$ cat src/rtl/cordic_pkg.sv
// Shared constants for the CORDIC gain-compensation stage: default widths and the K shift-add term set.
package cordic_pkg;

    localparam int unsigned ODAT_WIDTH_DEF = 16;
    localparam int unsigned GUARD_BITS_DEF = 4;

    // K ~= 0.6072540 as a signed sum of arithmetic right shifts of the extended input
    localparam int unsigned NUM_TERMS = 7;
    localparam int unsigned K_SHIFT [NUM_TERMS] = '{1, 3, 6, 9, 13, 15, 16};
    // Bit i set means term i is subtracted
    localparam logic [NUM_TERMS-1:0] K_NEG = 7'b111_1100;
    // Terms [0, P1_TERMS) are summed into P1, the rest into P2
    localparam int unsigned P1_TERMS = 3;

endpackage

$ cat src/rtl/cordic_kmul.sv
// Single-channel gain compensation: 3-stage shift-add multiply by K, round half up, conditional negate.
module cordic_kmul
    import cordic_pkg::*;
#(
    parameter int unsigned ODatWidth = ODAT_WIDTH_DEF,
    parameter int unsigned GuardBits = GUARD_BITS_DEF
) (
    input  logic                        i_clk,
    input  logic                        i_rst,
    input  logic                        i_val,
    input  logic                        i_flip,
    input  logic signed [ODatWidth-1:0] i_dat,
    output logic                        o_val,
    output logic signed [ODatWidth-1:0] o_dat
);

    localparam int unsigned ExtW = ODatWidth + GuardBits;
    localparam int unsigned SumW = ExtW + 1;
    localparam logic signed [SumW-1:0] RoundInc = SumW'(1 << (GuardBits - 1));

    logic signed [SumW-1:0] w_ext;
    logic signed [SumW-1:0] w_term [NUM_TERMS];
    logic signed [SumW-1:0] w_p1;
    logic signed [SumW-1:0] w_p2;
    logic signed [SumW-1:0] w_sh;

    logic                   r_val1;
    logic                   r_flip1;
    logic signed [SumW-1:0] r_p1;
    logic signed [SumW-1:0] r_p2;
    logic                   r_val2;
    logic                   r_flip2;
    logic signed [SumW-1:0] r_s;

    // Sign-extend by one bit of headroom and append the guard bits
    assign w_ext = {i_dat[ODatWidth-1], i_dat, {GuardBits{1'b0}}};

    // Individual K terms; arithmetic shifts truncate toward minus infinity
    always_comb begin
        for (int unsigned i = 0; i < NUM_TERMS; i++) begin
            w_term[i] = w_ext >>> K_SHIFT[i];
        end
    end

    // P1 collects the leading terms, P2 the magnitude of the trailing negative terms
    always_comb begin
        w_p1 = '0;
        w_p2 = '0;
        for (int unsigned i = 0; i < NUM_TERMS; i++) begin
            if (i < P1_TERMS) begin
                if (K_NEG[i]) w_p1 = w_p1 - w_term[i];
                else          w_p1 = w_p1 + w_term[i];
            end else begin
                if (K_NEG[i]) w_p2 = w_p2 + w_term[i];
                else          w_p2 = w_p2 - w_term[i];
            end
        end
    end

    // Stage 1: partial sums, flip tag carried alongside
    always_ff @(posedge i_clk) begin
        if (i_rst) begin
            r_val1  <= 1'b0;
            r_flip1 <= 1'b0;
            r_p1    <= '0;
            r_p2    <= '0;
        end else begin
            r_val1 <= i_val;
            if (i_val) begin
                r_flip1 <= i_flip;
                r_p1    <= w_p1;
                r_p2    <= w_p2;
            end
        end
    end

    // Stage 2: final sum plus half an output LSB for round-half-up
    always_ff @(posedge i_clk) begin
        if (i_rst) begin
            r_val2  <= 1'b0;
            r_flip2 <= 1'b0;
            r_s     <= '0;
        end else begin
            r_val2 <= r_val1;
            if (r_val1) begin
                r_flip2 <= r_flip1;
                r_s     <= r_p1 - r_p2 + RoundInc;
            end
        end
    end

    assign w_sh = r_s >>> GuardBits;

    // Stage 3: drop guard bits, negate on flip at full width, truncate only here
    always_ff @(posedge i_clk) begin
        if (i_rst) begin
            o_val <= 1'b0;
            o_dat <= '0;
        end else begin
            o_val <= r_val2;
            if (r_val2) begin
                o_dat <= ODatWidth'(r_flip2 ? -w_sh : w_sh);
            end
        end
    end

endmodule

$ cat src/rtl/cordic_gain_comp.sv
// CORDIC gain removal for the X/Y pair; two lockstep channels, output valid taken from X.
module cordic_gain_comp
    import cordic_pkg::*;
#(
    parameter int unsigned ODatWidth = ODAT_WIDTH_DEF,
    parameter int unsigned GuardBits = GUARD_BITS_DEF
) (
    input  logic                        Clk_i,
    input  logic                        Rst_i,
    input  logic signed [ODatWidth-1:0] X_i,
    input  logic signed [ODatWidth-1:0] Y_i,
    input  logic                        Flip_i,
    input  logic                        Val_i,
    output logic signed [ODatWidth-1:0] X_o,
    output logic signed [ODatWidth-1:0] Y_o,
    output logic                        Val_o
);

    logic w_x_val;
    logic w_y_val;

    cordic_kmul #(
        .ODatWidth (ODatWidth),
        .GuardBits (GuardBits)
    ) u_kmul_x (
        .i_clk  (Clk_i),
        .i_rst  (Rst_i),
        .i_val  (Val_i),
        .i_flip (Flip_i),
        .i_dat  (X_i),
        .o_val  (w_x_val),
        .o_dat  (X_o)
    );

    cordic_kmul #(
        .ODatWidth (ODatWidth),
        .GuardBits (GuardBits)
    ) u_kmul_y (
        .i_clk  (Clk_i),
        .i_rst  (Rst_i),
        .i_val  (Val_i),
        .i_flip (Flip_i),
        .i_dat  (Y_i),
        .o_val  (w_y_val),
        .o_dat  (Y_o)
    );

    assign Val_o = w_x_val;

    // Both channels see identical valid/reset, so their valid pipelines never diverge
    a_val_lockstep : assert property (@(posedge Clk_i) w_x_val == w_y_val);

endmodule
$ cat config.mk
export PLATFORM = sky130hd
export DESIGN_NAME = cordic_gain_comp
export DESIGN_NICKNAME = d
export VERILOG_FILES = /design/src/rtl/cordic_pkg.sv /design/src/rtl/cordic_kmul.sv /design/src/rtl/cordic_gain_comp.sv
export SDC_FILE = /design/constraint.sdc
export NUM_CORES = 1
export LEC_CHECK = 0
export ABC_AREA = 1
export BUFFER_PORTS_ARGS = -buffer_cell sky130_fd_sc_hd__buf_2
export CORE_ASPECT_RATIO = 1.75
export CORE_MARGIN = 1
export CORE_UTILIZATION = 57
export CTS_CLUSTER_SIZE = 8
export DETAILED_ROUTE_END_ITERATION = 10
export GPL_TIMING_DRIVEN = 0
export MAX_ROUTING_LAYER = met4
export PLACE_DENSITY_LB_ADDON = 0.1
export SKIP_CTS_REPAIR_TIMING = 1
export SLEW_MARGIN = 15
export SYNTH_ARGS = -nofsm -noshare
export SYNTH_HDL_FRONTEND = slang
export SYNTH_HIERARCHICAL = 1
export SYNTH_SLANG_ARGS = --single-unit
export TNS_END_PERCENT = 30
$ cat constraint.sdc
create_clock -name Clk_i -period 4.39 [get_ports Clk_i]
set_input_delay 0.878 -clock Clk_i [delete_from_list [all_inputs] [get_ports Clk_i]]
set_output_delay 0.878 -clock Clk_i [all_outputs]
set_load 0.01 [all_outputs]
# ---- Word level (Yosys, flattened, before mapping)
# Cells that the tools add are included.
dict set report totals {
  regBits 157
  input_bits 36
}
dict set report op_classes {
  add_sub_neg 16
  n_mux 2
}
# op n
set ops {}
lappend ops {{$add A19 B17 Y20} 2}
lappend ops {{$add A20 B5 Y20 const B} 2}
lappend ops {{$sub A20 B14 Y20} 2}
lappend ops {{$sub A20 B20 Y20} 2}
lappend ops {{$mux W16} 2}
lappend ops {{$neg A16 Y16} 2}
lappend ops {{$add A13 B4 Y14} 2}
lappend ops {{$add A12 B5 Y13} 2}
lappend ops {{$add A11 B7 Y12} 2}

# ---- Longest topological paths before layout
# Gate-level depths: netlist of the first run.
dict set report depth {
  depth_word 3
  depth_mapped 16
  depth_no_buf 16
}

# ---- Hierarchy
# Netlist of the first run, hierarchy kept.
# mod n_inst cells_each area_each_um2 seq_area_each_um2
set by_module_without_submodules {}
lappend by_module_without_submodules {{cordic_kmul (u_kmul_y)} 1 917 6248.5 1421.4}
lappend by_module_without_submodules {{cordic_kmul (u_kmul_x)} 1 917 6226.0 1421.4}

# ---- Worst setup path after synthesis of the first run
# Ideal clock, no wire load.
dict set report synth_path {
  path_kind {in2reg}
  from {in X_i[6]}
  to {reg u_kmul_x.r_p2[9]}
  setup_ns 0.115
  arrival_time_ns 3.221
  t_required_ns 4.275
  path_slack_ns 1.054
  stages 13
  cell_sequence {inv_1 fa_1 inv_1 fa_1 ha_1 fa_1 nand3_1 nand3_1 nand2_1 nand2_1 xor2_1 o21ai_0 inv_1}
}
dict set report synth_between {
  elab_chain_cells 3
}
# item line_no
set synth_rtl {}
lappend synth_rtl {{start: declaration} cordic_gain_comp.sv:10} ;# input logic signed [ODatWidth-1:0] X_i,
lappend synth_rtl {{$add A11 B7 Y12} cordic_kmul.sv:54} ;# if (K_NEG[i]) w_p2 = w_p2 + w_term[i];
lappend synth_rtl {{$add A12 B5 Y13} cordic_kmul.sv:54}
lappend synth_rtl {{$add A13 B4 Y14} cordic_kmul.sv:54}
lappend synth_rtl {{end signal: assignment} cordic_kmul.sv:72} ;# r_p2 <= w_p2;
lappend synth_rtl {{end: declaration} cordic_kmul.sv:30} ;# logic signed [SumW-1:0] r_p2;
# No other way between the ends.
# A chain may end at the register's enable or synchronous reset.

# ---- Final worst setup path of the first run
dict set report layout_path {
  from {in Y_i[12]}
  to {reg u_kmul_y.r_p2[7]}
}
dict set report layout_between {
  elab_chain_cells 3
}
# item line_no
set layout_rtl {}
lappend layout_rtl {{start: declaration} cordic_gain_comp.sv:11} ;# input logic signed [ODatWidth-1:0] Y_i,
lappend layout_rtl {{$add A11 B7 Y12} cordic_kmul.sv:54}
lappend layout_rtl {{$add A12 B5 Y13} cordic_kmul.sv:54}
lappend layout_rtl {{$add A13 B4 Y14 (*)} cordic_kmul.sv:54}
lappend layout_rtl {{end signal: assignment} cordic_kmul.sv:72}
lappend layout_rtl {{end: declaration} cordic_kmul.sv:30}
# Every way passes the cells marked *; elsewhere a longest branch is shown, timed or not.

==> results_dict.tcl, run 1 <==
set metrics [dict create \
    areaGrowthSynthToFinish_pct 10.5 \
    synthesis.nets 2070 \
    avgSynthCellArea_um2 6.80 \
    syn_inst 1832 \
    comb_power_share_pct 48.9 \
    die_w_um 114 \
    path_class "in -> reg" \
    post-route-min-period_ns 3.40 \
    worstPathCellList "buf_2, inv_1, fa_1, inv_1, fa_1, ha_1, fa_1, nand3_1, nand3_1, inv_1, o211ai_1, o21ai_0, o21ai_0" \
    rsz0062_at_grt "no" \
    cts_tree "done" \
    grt_start_max_net_pins 17 \
    portBuffers 67 \
    switchingPower_uw 2570 \
    gp_congestion 0.982 \
    worst-path-buf-inv 4 \
    hp-class "reg -> reg" \
    vias 11800 \
    whs_path_depth 2 \
    wl_um 34400 \
    max_freq_mhz 294 \
    clock_path_buffers 2 \
    wl_per_cell_um 15.5 \
    cts.sinks 141 \
    power_density_mw_per_mm2 426 \
    tns_ns 0 \
    grt_pass1_vias 11400 \
    final_hold_viol_count 0 \
    cp_slowest_stage_delay_ns 0.52 \
    initial_utilization_pct 57.9 \
    hold_path_startpoint "u_kmul_x/r_p1[6]" \
    vias_per_cell 5.30 \
    synth_warnings 6 \
    peakVddDrop_mv 0.274 \
    final-max-slew-violation-count 0 \
    rr_worst_depth 12 \
    whs_endpoint "u_kmul_x/r_p1[6]" \
    htreeDepth 4 \
    grt_pass1_wl_um 54400 \
    skew_ns 0.00810 \
    antennaDiodeCount 0 \
    p_total_uw 5860 \
    slew_headroom_pct 57.8 \
    worst_path_max_delay_cell "fa_1" \
    drc 0 \
    clk_latency_ns 0.45 \
    max_cap_viol_count 0 \
    coreArea_mm2 0.0215 \
    cp_top_family "adder cells" \
    dr.pass1.iters 5 \
    cp_num_cells 13 \
    ant_nets 0 \
    cp-start-kind "input pin" \
    die_area_mm2 0.0225 \
    drive_above_1_share_pct 8.08 \
    p_clk_share_pct 25.3 \
    path_max_fanout 5 \
    crit_path_end_kind "flop" \
    r2r_start "u_kmul_x/r_p2[8]" \
    hpwl_um 28900 \
    fin_util_pct 64.0 \
    p_seq_share_pct 25.9 \
    grt_antenna_before_repair 0 \
    grt_remaining_overflow 0 \
    worstMarginPinSlew_ns 0.634 \
    syn-cell-area_mm2 0.0125 \
    crit_required_ns 4.71 \
    first_iter_violations 539 \
    clk_pin_slew_ns 0.07 \
    rr_endpoint "u_kmul_x/r_s[18]" \
    layout_common_cells "371 x nand2_1, 325 x inv_1, 197 x nor2_1, 154 x a21oi_1, 154 x ha_1" \
    cp.arrival_ns 3.72 \
    finalSetupViolations 0 \
    internal_power_uw 3300 \
    ff2ff_setup_slack_ns 1.94 \
    hold_ws_ns 0.460 \
    cts-root-buf "clkbuf_16" \
    nets 2156 \
    die_y_um 198 \
    dp_slack_ns 0.582 \
    fin_crit_sh_pct 77.4 \
    power_leakage_uw 0.00741 \
    final_common_cell "nand2_1" \
    grt_usage_pct 32.7 \
    numCtsBuffers 17 \
    status "complete, no violations" \
    switching_share_pct 43.8 \
    setup_ws_ns 0.991 \
    fp-row-count 71 \
    io_pins 69 \
]
-- layout make-up --
cell class / count / area (µm²)
multi-input cells: 1326 / 8240
clock buffers: 19 / 453
clock inverters: 13 / 150
inverters: 331 / 1240
flip-flops and latches: 141 / 2820
well taps: 292 / 365
plain buffers: 34 / 146
fillers: 2098 / 7740
repair buffers: 67 / 335
-- power by group through the flow --
| stage | logic, µW | clock network [µW] | registers [µW] |
|---|---|---|---|
| after floorplan | 2110 | 0 | 1520 |
| after global placement | 2800 | 0 | 1540 |
| after detailed placement | 2840 | 0 | 1540 |
| after CTS | 2860 | 1500 | 1510 |
| after global routing | 3220 | 1560 | 1530 |
| final | 2870 | 1480 | 1520 |
-- worst reg2reg max path, delay by kind of cell, from the launching register on --
kind	cells	cell delay (ns)
buffers and inverters	2	0.18
flip-flops	1	0.30
AND/OR/NAND/NOR	8	1.22
adder cells (fa/ha/maj)	2	0.66
-- metrics by stage --
stage	std cells	instance area (µm²)
2_1_floorplan	1832	12500
3_3_place_gp	2191	13200
3_5_place_dp	2191	13200
4_1_cts	2223	13800
5_1_grt	2223	13800
6_report	2223	13800
-- state kept, by name (all words and copies together) (netlist names) --
signal	flops
u_kmul_x/r_flip2	1
u_kmul_y/r_p2	14
u_kmul_y/r_flip2	1
u_kmul_y/r_flip1	1
u_kmul_y/o_dat	16
u_kmul_x/r_p2	14
u_kmul_x/r_val1	1
u_kmul_y/r_val2	1
u_kmul_y/r_s	16
u_kmul_y/r_val1	1
u_kmul_y/r_p1	20
u_kmul_x/r_p1	20
u_kmul_x/o_dat	16
u_kmul_x/r_s	16
u_kmul_x/r_flip1	1
u_kmul_x/r_val2	1
u_kmul_x/o_val	1
-- layer usage --
layer | global-route usage [%] | wire length (µm) | vias to the layer above
met5 | - | 0 | -
li1 | - | - | 6041
met4 | 23.7 | 2550 | 0
met3 | 4.48 | 858 | 96
met2 | 63.3 | 19200 | 248
met1 | 27.8 | 11800 | 5390
-- how the worst max path moves through the flow --
stage / to / slack (ns) / start
final: u_kmul_y/r_p2[7] / 0.99 / Y_i[12]
after global routing: u_kmul_y/r_p2[7] / 0.71 / Y_i[12]
after CTS: u_kmul_y/r_p2[7] / 1.04 / Y_i[12]
after detailed placement: u_kmul_y/r_p2[7] / 0.58 / Y_i[12]
after global placement: u_kmul_y/r_p2[7] / 0.62 / Y_i[12]
after floorplan: u_kmul_x/r_p2[9] / 1.05 / X_i[6]
(Power assumes the default switching activity.)
==> inputs of run 2 (changes only) <==
--- a/config.mk
+++ b/config.mk
@@ -5,7 +5,7 @@
 export SDC_FILE = /design/constraint.sdc
 export NUM_CORES = 1
 export LEC_CHECK = 0
-export ABC_AREA = 1
+export ABC_AREA = 0
 export BUFFER_PORTS_ARGS = -buffer_cell sky130_fd_sc_hd__buf_2
 export CORE_ASPECT_RATIO = 1.75
 export CORE_MARGIN = 1
==> constraint.sdc (replaced) <==
create_clock -name Clk_i -period 3.3 [get_ports Clk_i]
set_input_delay 0.66 -clock Clk_i [delete_from_list [all_inputs] [get_ports Clk_i]]
set_output_delay 0.66 -clock Clk_i [all_outputs]
set_load 0.01 [all_outputs]
==> run 2 against run 1 <==
  * The run now ends with DRC, setup timing left
  * Register-to-register slack got worse by 1.7 ns
  * Worst hold slack improved by 0.0043 ns
  * Non-clock buffer count rose by 40
  * Clock skew fell by 0.0016 ns
  * Count of clock-buffer cells in the layout did not move
  * Clock power rose by 23%
  * Total power rose by 39%
  * Wire length fell by 6.7%
  * Critical path type unchanged
==> results_dict.tcl, run 2 <==
set metrics [dict create \
    grt_start_max_net_pins 17 \
    finalSetupViolations 2 \
    path_class "in -> reg" \
    clk_pin_slew_ns 0.06 \
    multi_input_area_mm2 0.00844 \
    avgSynthCellArea_um2 8.47 \
    layout_common_cells "154 x inv_1, 150 x ha_1, 141 x dfxtp_1, 121 x nor2_1, 91 x nand2_1" \
    max_cap_viol_count 0 \
    first_iter_violations 578 \
    use_met1_pct 26.0 \
    grt_remaining_overflow 0 \
    whs_path_depth 2 \
    synthesis.nets 1656 \
    portBuffers 68 \
    grtUsageMet3_pct 3.38 \
    hold_path_startpoint "u_kmul_y/r_p2[13]" \
    comb_power_share_pct 50.7 \
    setup_ws_ns -0.0144 \
    antennaDiodeCount 0 \
    ant_nets 0 \
    initial_utilization_pct 58.7 \
    dr.pass1.iters 8 \
    crit_path_end_kind "flop" \
    fill_cells 1774 \
    violations "DRC, setup timing" \
    peakVddDrop_mv 0.397 \
    drive_above_1_share_pct 11.3 \
    hp-class "reg -> reg" \
    synth_warnings 6 \
    htreeDepth 4 \
    grt_usage_pct 30.4 \
    worstMarginPinSlew_ns 0.859 \
    slew_headroom_pct 42.7 \
    post-route-min-period_ns 3.31 \
    p_clk_share_pct 22.4 \
    cts.sinks 141 \
    skew_ns 0.00650 \
    p_seq_share_pct 26.9 \
    grt_antenna_before_repair 0 \
    dp_slack_ns -0.702 \
    power_leakage_uw 0.00614 \
    fin_crit_sh_pct 100 \
    syn_inst 1418 \
    die_area_mm2 0.0217 \
    crit_required_ns 3.65 \
    grt_pass1_vias 10500 \
    whs_endpoint "u_kmul_y/r_p2[13]" \
    status "finished, violations left" \
    switchingPower_uw 3420 \
    clk_latency_ns 0.42 \
    vias 10700 \
    final-max-slew-violation-count 0 \
    io_pins 69 \
    p_total_uw 8120 \
    wl_per_cell_um 18.0 \
    rr_worst_depth 9 \
    grt_util_met2_pct 61.7 \
    internal_power_uw 4700 \
    areaGrowthSynthToFinish_pct 12.6 \
    cp.arrival_ns 3.66 \
    hpwl_um 26100 \
    nets 1762 \
    final_hold_viol_count 0 \
    cts_tree "done" \
    fin_util_pct 66.1 \
    cts-root-buf "clkbuf_16" \
    regArea_mm2 0.00282 \
    max_freq_mhz 302 \
    final_common_cell "inv_1" \
    rsz0062_at_grt "yes" \
    numCtsBuffers 17 \
    cp-start-kind "input pin" \
    grt_pass1_wl_um 50400 \
    switching_share_pct 42.1 \
    rr_endpoint "u_kmul_y/r_s[18]" \
    ff2ff_setup_slack_ns 0.28 \
    coreArea_mm2 0.0205 \
    busiest_layer "met2" \
    clock_path_buffers 2 \
    vias_per_cell 6.00 \
    syn-cell-area_mm2 0.0120 \
    gp_congestion 0.927 \
    die_y_um 194 \
    wl_um 32100 \
    power_density_mw_per_mm2 600 \
    drc 2 \
    path_max_fanout 3 \
    fp-row-count 69 \
    top_regs "u_kmul_x/r_p1 (20), u_kmul_y/r_p1 (20)" \
    r2r_start "u_kmul_y/r_p2[6]" \
    die_w_um 112 \
]
-- run 2: worst max path at each step --
stage                       start                 to  slack, ns  depth (start not counted)
final                      X_i[7]  u_kmul_x/r_p2[12]      -0.01                         12
after global routing      X_i[13]  u_kmul_x/r_p2[12]      -0.11                         12
after CTS                 Y_i[15]  u_kmul_y/r_p2[11]      -0.27                         12
after detailed placement  Y_i[15]  u_kmul_y/r_p2[11]      -0.70                         12
after global placement    Y_i[15]  u_kmul_y/r_p2[11]      -0.69                         12
after floorplan            Y_i[6]  u_kmul_y/r_p2[11]      -0.12                         12
-- run 2: worst max-delay path, stage by stage --
cell	delay, ns
buf_2	0.11
inv_1	0.18
fa_1	0.46
fa_1	0.53
inv_1	0.08
ha_1	0.30
a21o_1	0.20
a21oi_4	0.18
o21ai_1	0.13
a41o_1	0.26
a2111o_1	0.43
a21oi_1	0.14
-- run 2: final cells by class --
cell class              instances  area share [%]
well taps                     248            2.29
inverters                     164            4.78
clock buffers                  19            3.27
multi-input cells            1059            62.3
repair buffers                 88            3.97
flip-flops and latches        141            20.9
plain buffers                  53            1.65
clock inverters                13           0.841
-- run 2: power by group through the flow --
stage	Sequential, µW	Combinational (µW)	Clock, µW
4_1_cts	2190	4000	1850
3_3_place_gp	2210	3920	0
3_5_place_dp	2220	3970	0
6_report	2190	4120	1820
5_1_grt	2210	4560	1920
2_1_floorplan	2150	3010	0
-- run 2: metal layers --
layer / up-vias / share of wire, %
met2: 218 / 58
met4: 0 / 5.2
li1: 5268 / -
met5: - / 0
met3: 105 / 2.2
met1: 5124 / 34
-- run 2: per-stage QoR --
| stage | std cells | setup TNS (ns) | hold slack [ns] | instance area, µm² |
|---|---|---|---|---|
| after floorplan | 1418 | -0.576 | 0.430 | 12000 |
| after global placement | 1734 | -8.54 | 0.442 | 12700 |
| after detailed placement | 1734 | -9.18 | 0.452 | 12700 |
| after CTS | 1766 | -1.14 | 0.461 | 13200 |
| after global routing | 1785 | -0.521 | 0.485 | 13500 |
| final | 1785 | -0.0153 | 0.464 | 13500 |
==> inputs of run 3 (changes only) <==
--- a/config.mk
+++ b/config.mk
@@ -8,7 +8,7 @@
 export ABC_AREA = 0
 export BUFFER_PORTS_ARGS = -buffer_cell sky130_fd_sc_hd__buf_2
 export CORE_ASPECT_RATIO = 1.75
-export CORE_MARGIN = 1
+export CORE_MARGIN = 10
 export CORE_UTILIZATION = 57
 export CTS_CLUSTER_SIZE = 8
 export DETAILED_ROUTE_END_ITERATION = 10
@@ -19,6 +19,5 @@
 export SLEW_MARGIN = 15
 export SYNTH_ARGS = -nofsm -noshare
 export SYNTH_HDL_FRONTEND = slang
-export SYNTH_HIERARCHICAL = 1
 export SYNTH_SLANG_ARGS = --single-unit
 export TNS_END_PERCENT = 30
==> run 3 against run 2 <==
  * The run now ends clean
  * Sequential power down 3%
  * Final area fell by 8.6%
  * Sequential cell count fell by 4
  * Critical endpoint is now u_kmul_x.r_p2[11]
  * Highest routed layer unchanged
==> results_dict.tcl, run 3 <==
set metrics [dict create \
    status "complete, no violations" \
    clock_path_buffers 2 \
    dr.pass1.iters 4 \
    clk_latency_ns 0.43 \
    cts-root-buf "clkbuf_16" \
    die_y_um 202 \
    dp_slack_ns -0.622 \
    setup_ws_ns 0.0474 \
    cts_tree "done" \
    stdcell_count 1591 \
    synthesis.nets 1477 \
    grt_usage_pct 20.2 \
    io_pins 69 \
    grt_pass1_wl_um 40200 \
    yosys_register_bits 137 \
    drc 0 \
    yosysTopAreaCell "dfxtp_1" \
    cts.sinks 137 \
    grt_antenna_before_repair 0 \
    vias 8618 \
    placed_area_mm2 0.0115 \
    grt_pass1_vias 8569 \
    syn_inst 1240 \
    grt_start_max_net_pins 17 \
    crit_path_end_kind "flop" \
    final_area_mm2 0.0124 \
    ys_top_cells_by_area "dfxtp_1 25%, ha_1 18%, fa_1 8.9%" \
    numCtsBuffers 17 \
    layout_common_cells "150 x ha_1, 140 x inv_1, 137 x dfxtp_1, 109 x nor2_1, 81 x nand2_1" \
    nets 1577 \
    final_common_cell "ha_1" \
    grt_remaining_overflow 0 \
    cp.arrival_ns 3.56 \
    top_regs "u_kmul_x.r_p1 (20), u_kmul_y.r_p1 (20)" \
    ant_nets 0 \
    p_total_uw 7800 \
    max_freq_mhz 307 \
    cp-start-kind "input pin" \
    coreArea_mm2 0.0187 \
    rsz0062_at_grt "yes" \
    max_cap_viol_count 0 \
    worstMarginPinSlew_ns 0.877 \
    gp_congestion 0.889 \
    drive_above_1_share_pct 11.0 \
    skew_ns 0.00781 \
    portBuffers 66 \
    synth.distinct_cells 54 \
    synth_warnings 0 \
    first_iter_violations 380 \
    synth_top_area_share_pct 25.4 \
    fin_crit_sh_pct 98.6 \
    hp-class "reg -> reg" \
    power_leakage_uw 0.00580 \
    placed_cells 1544 \
    synth.most_common_cell "ha_1" \
    clk_pin_slew_ns 0.06 \
    post-route-min-period_ns 3.25 \
    finalSetupViolations 0 \
    fp-row-count 66 \
    hpwl_um 20100 \
    path_max_fanout 3 \
    crit_required_ns 3.60 \
    ys_async_sr_fraction_pct 0 \
    areaGrowthSynthToFinish_pct 14.4 \
    syn-cell-area_mm2 0.0108 \
    antennaDiodeCount 0 \
    synth_common_cells "153 x ha_1, 150 x inv_1, 137 x dfxtp_1" \
    peakVddDrop_mv 0.427 \
    path_class "in -> reg" \
    final-max-slew-violation-count 0 \
    power_density_mw_per_mm2 631 \
    final_hold_viol_count 0 \
    die_area_mm2 0.0251 \
    slew_headroom_pct 41.5 \
    htreeDepth 4 \
    wl_um 24100 \
    ys.flop_type "dfxtp_1" \
    tns_ns 0 \
    avgSynthCellArea_um2 8.72 \
    initial_utilization_pct 57.9 \
    wl_per_cell_um 15.1 \
    die_w_um 124 \
    vias_per_cell 5.42 \
    synth-edff-count 0 \
    ys_seq_area_share_pct 25.4 \
]
==> run 3: final cells by class <==
type                       count  area (µm²)
buffer                        38         143
clock buffer                  19         433
clock inverter                13         193
fill                        1672        6290
inverter                     150         582
multi-input combinational    915        7490
sequential                   137        2740
tap                          238         298
timing repair buffer          81         487
==> run 3: logic make-up (layout without fill, tap and decap cells) <==
| logic type | Yosys count | in the layout | share of synthesized area, % |
|---|---|---|---|
| adders and majority gates | 201 | 201 | 26.6 |
| DFF | 137 | 137 | 25.4 |
| buffers and inverters | 188 | 301 | 6.53 |
| muxes | 43 | 43 | 3.98 |
| AOI/OAI and AO/OA | 292 | 292 | 17.6 |
| xor gates and xnor gates | 108 | 108 | 8.75 |
| and+or+nand+nor | 271 | 271 | 11.2 |
==> run 3: report_power, final <==
| part | internal [µW] | switching (µW) |
|---|---|---|
| Clock | 1270 | 745 |
| Combinational | 1640 | 2010 |
| Sequential | 1920 | 209 |
==> run 3: critical path, stage by stage <==
cell     delay (ns)
buf_2          0.13
fa_1           0.56
fa_1           0.43
ha_1           0.25
fa_2           0.36
a21o_1         0.18
a21oi_2        0.15
nor2b_1        0.06
o21a_1         0.19
o22ai_2        0.17
o21ai_1        0.11
xnor2_1        0.20
o21ai_0        0.09
==> run 3: path summary, 6_finish.rpt <==
check	from	endpoint	slack [ns]	depth (start not counted)
min reg2reg	u_kmul_y.r_p1[15]	u_kmul_y.r_p1[15]	0.45	2
min	u_kmul_y.r_p1[15]	u_kmul_y.r_p1[15]	0.45	2
max	X_i[6]	u_kmul_x.r_p2[11]	0.05	13
max reg2reg	u_kmul_y.r_p2[7]	u_kmul_y.r_s[19]	0.36	11
==> run 3: through the flow <==
step,utilization [%],hold WS (ns)
finish,66.3,0.451
global route,66.3,0.482
CTS,65.0,0.449
detailed placement,61.6,0.442
global placement,61.6,0.435
floorplan,-,0.425
==> run 3: per-layer routing <==
metal	GRT usage [%]	routed length [µm]	up-vias
met1	22.5	9950	3996
met4	7.89	619	0
li1	-	-	4453
met3	1.98	739	39
met2	35.5	12800	130
met5	-	0	-
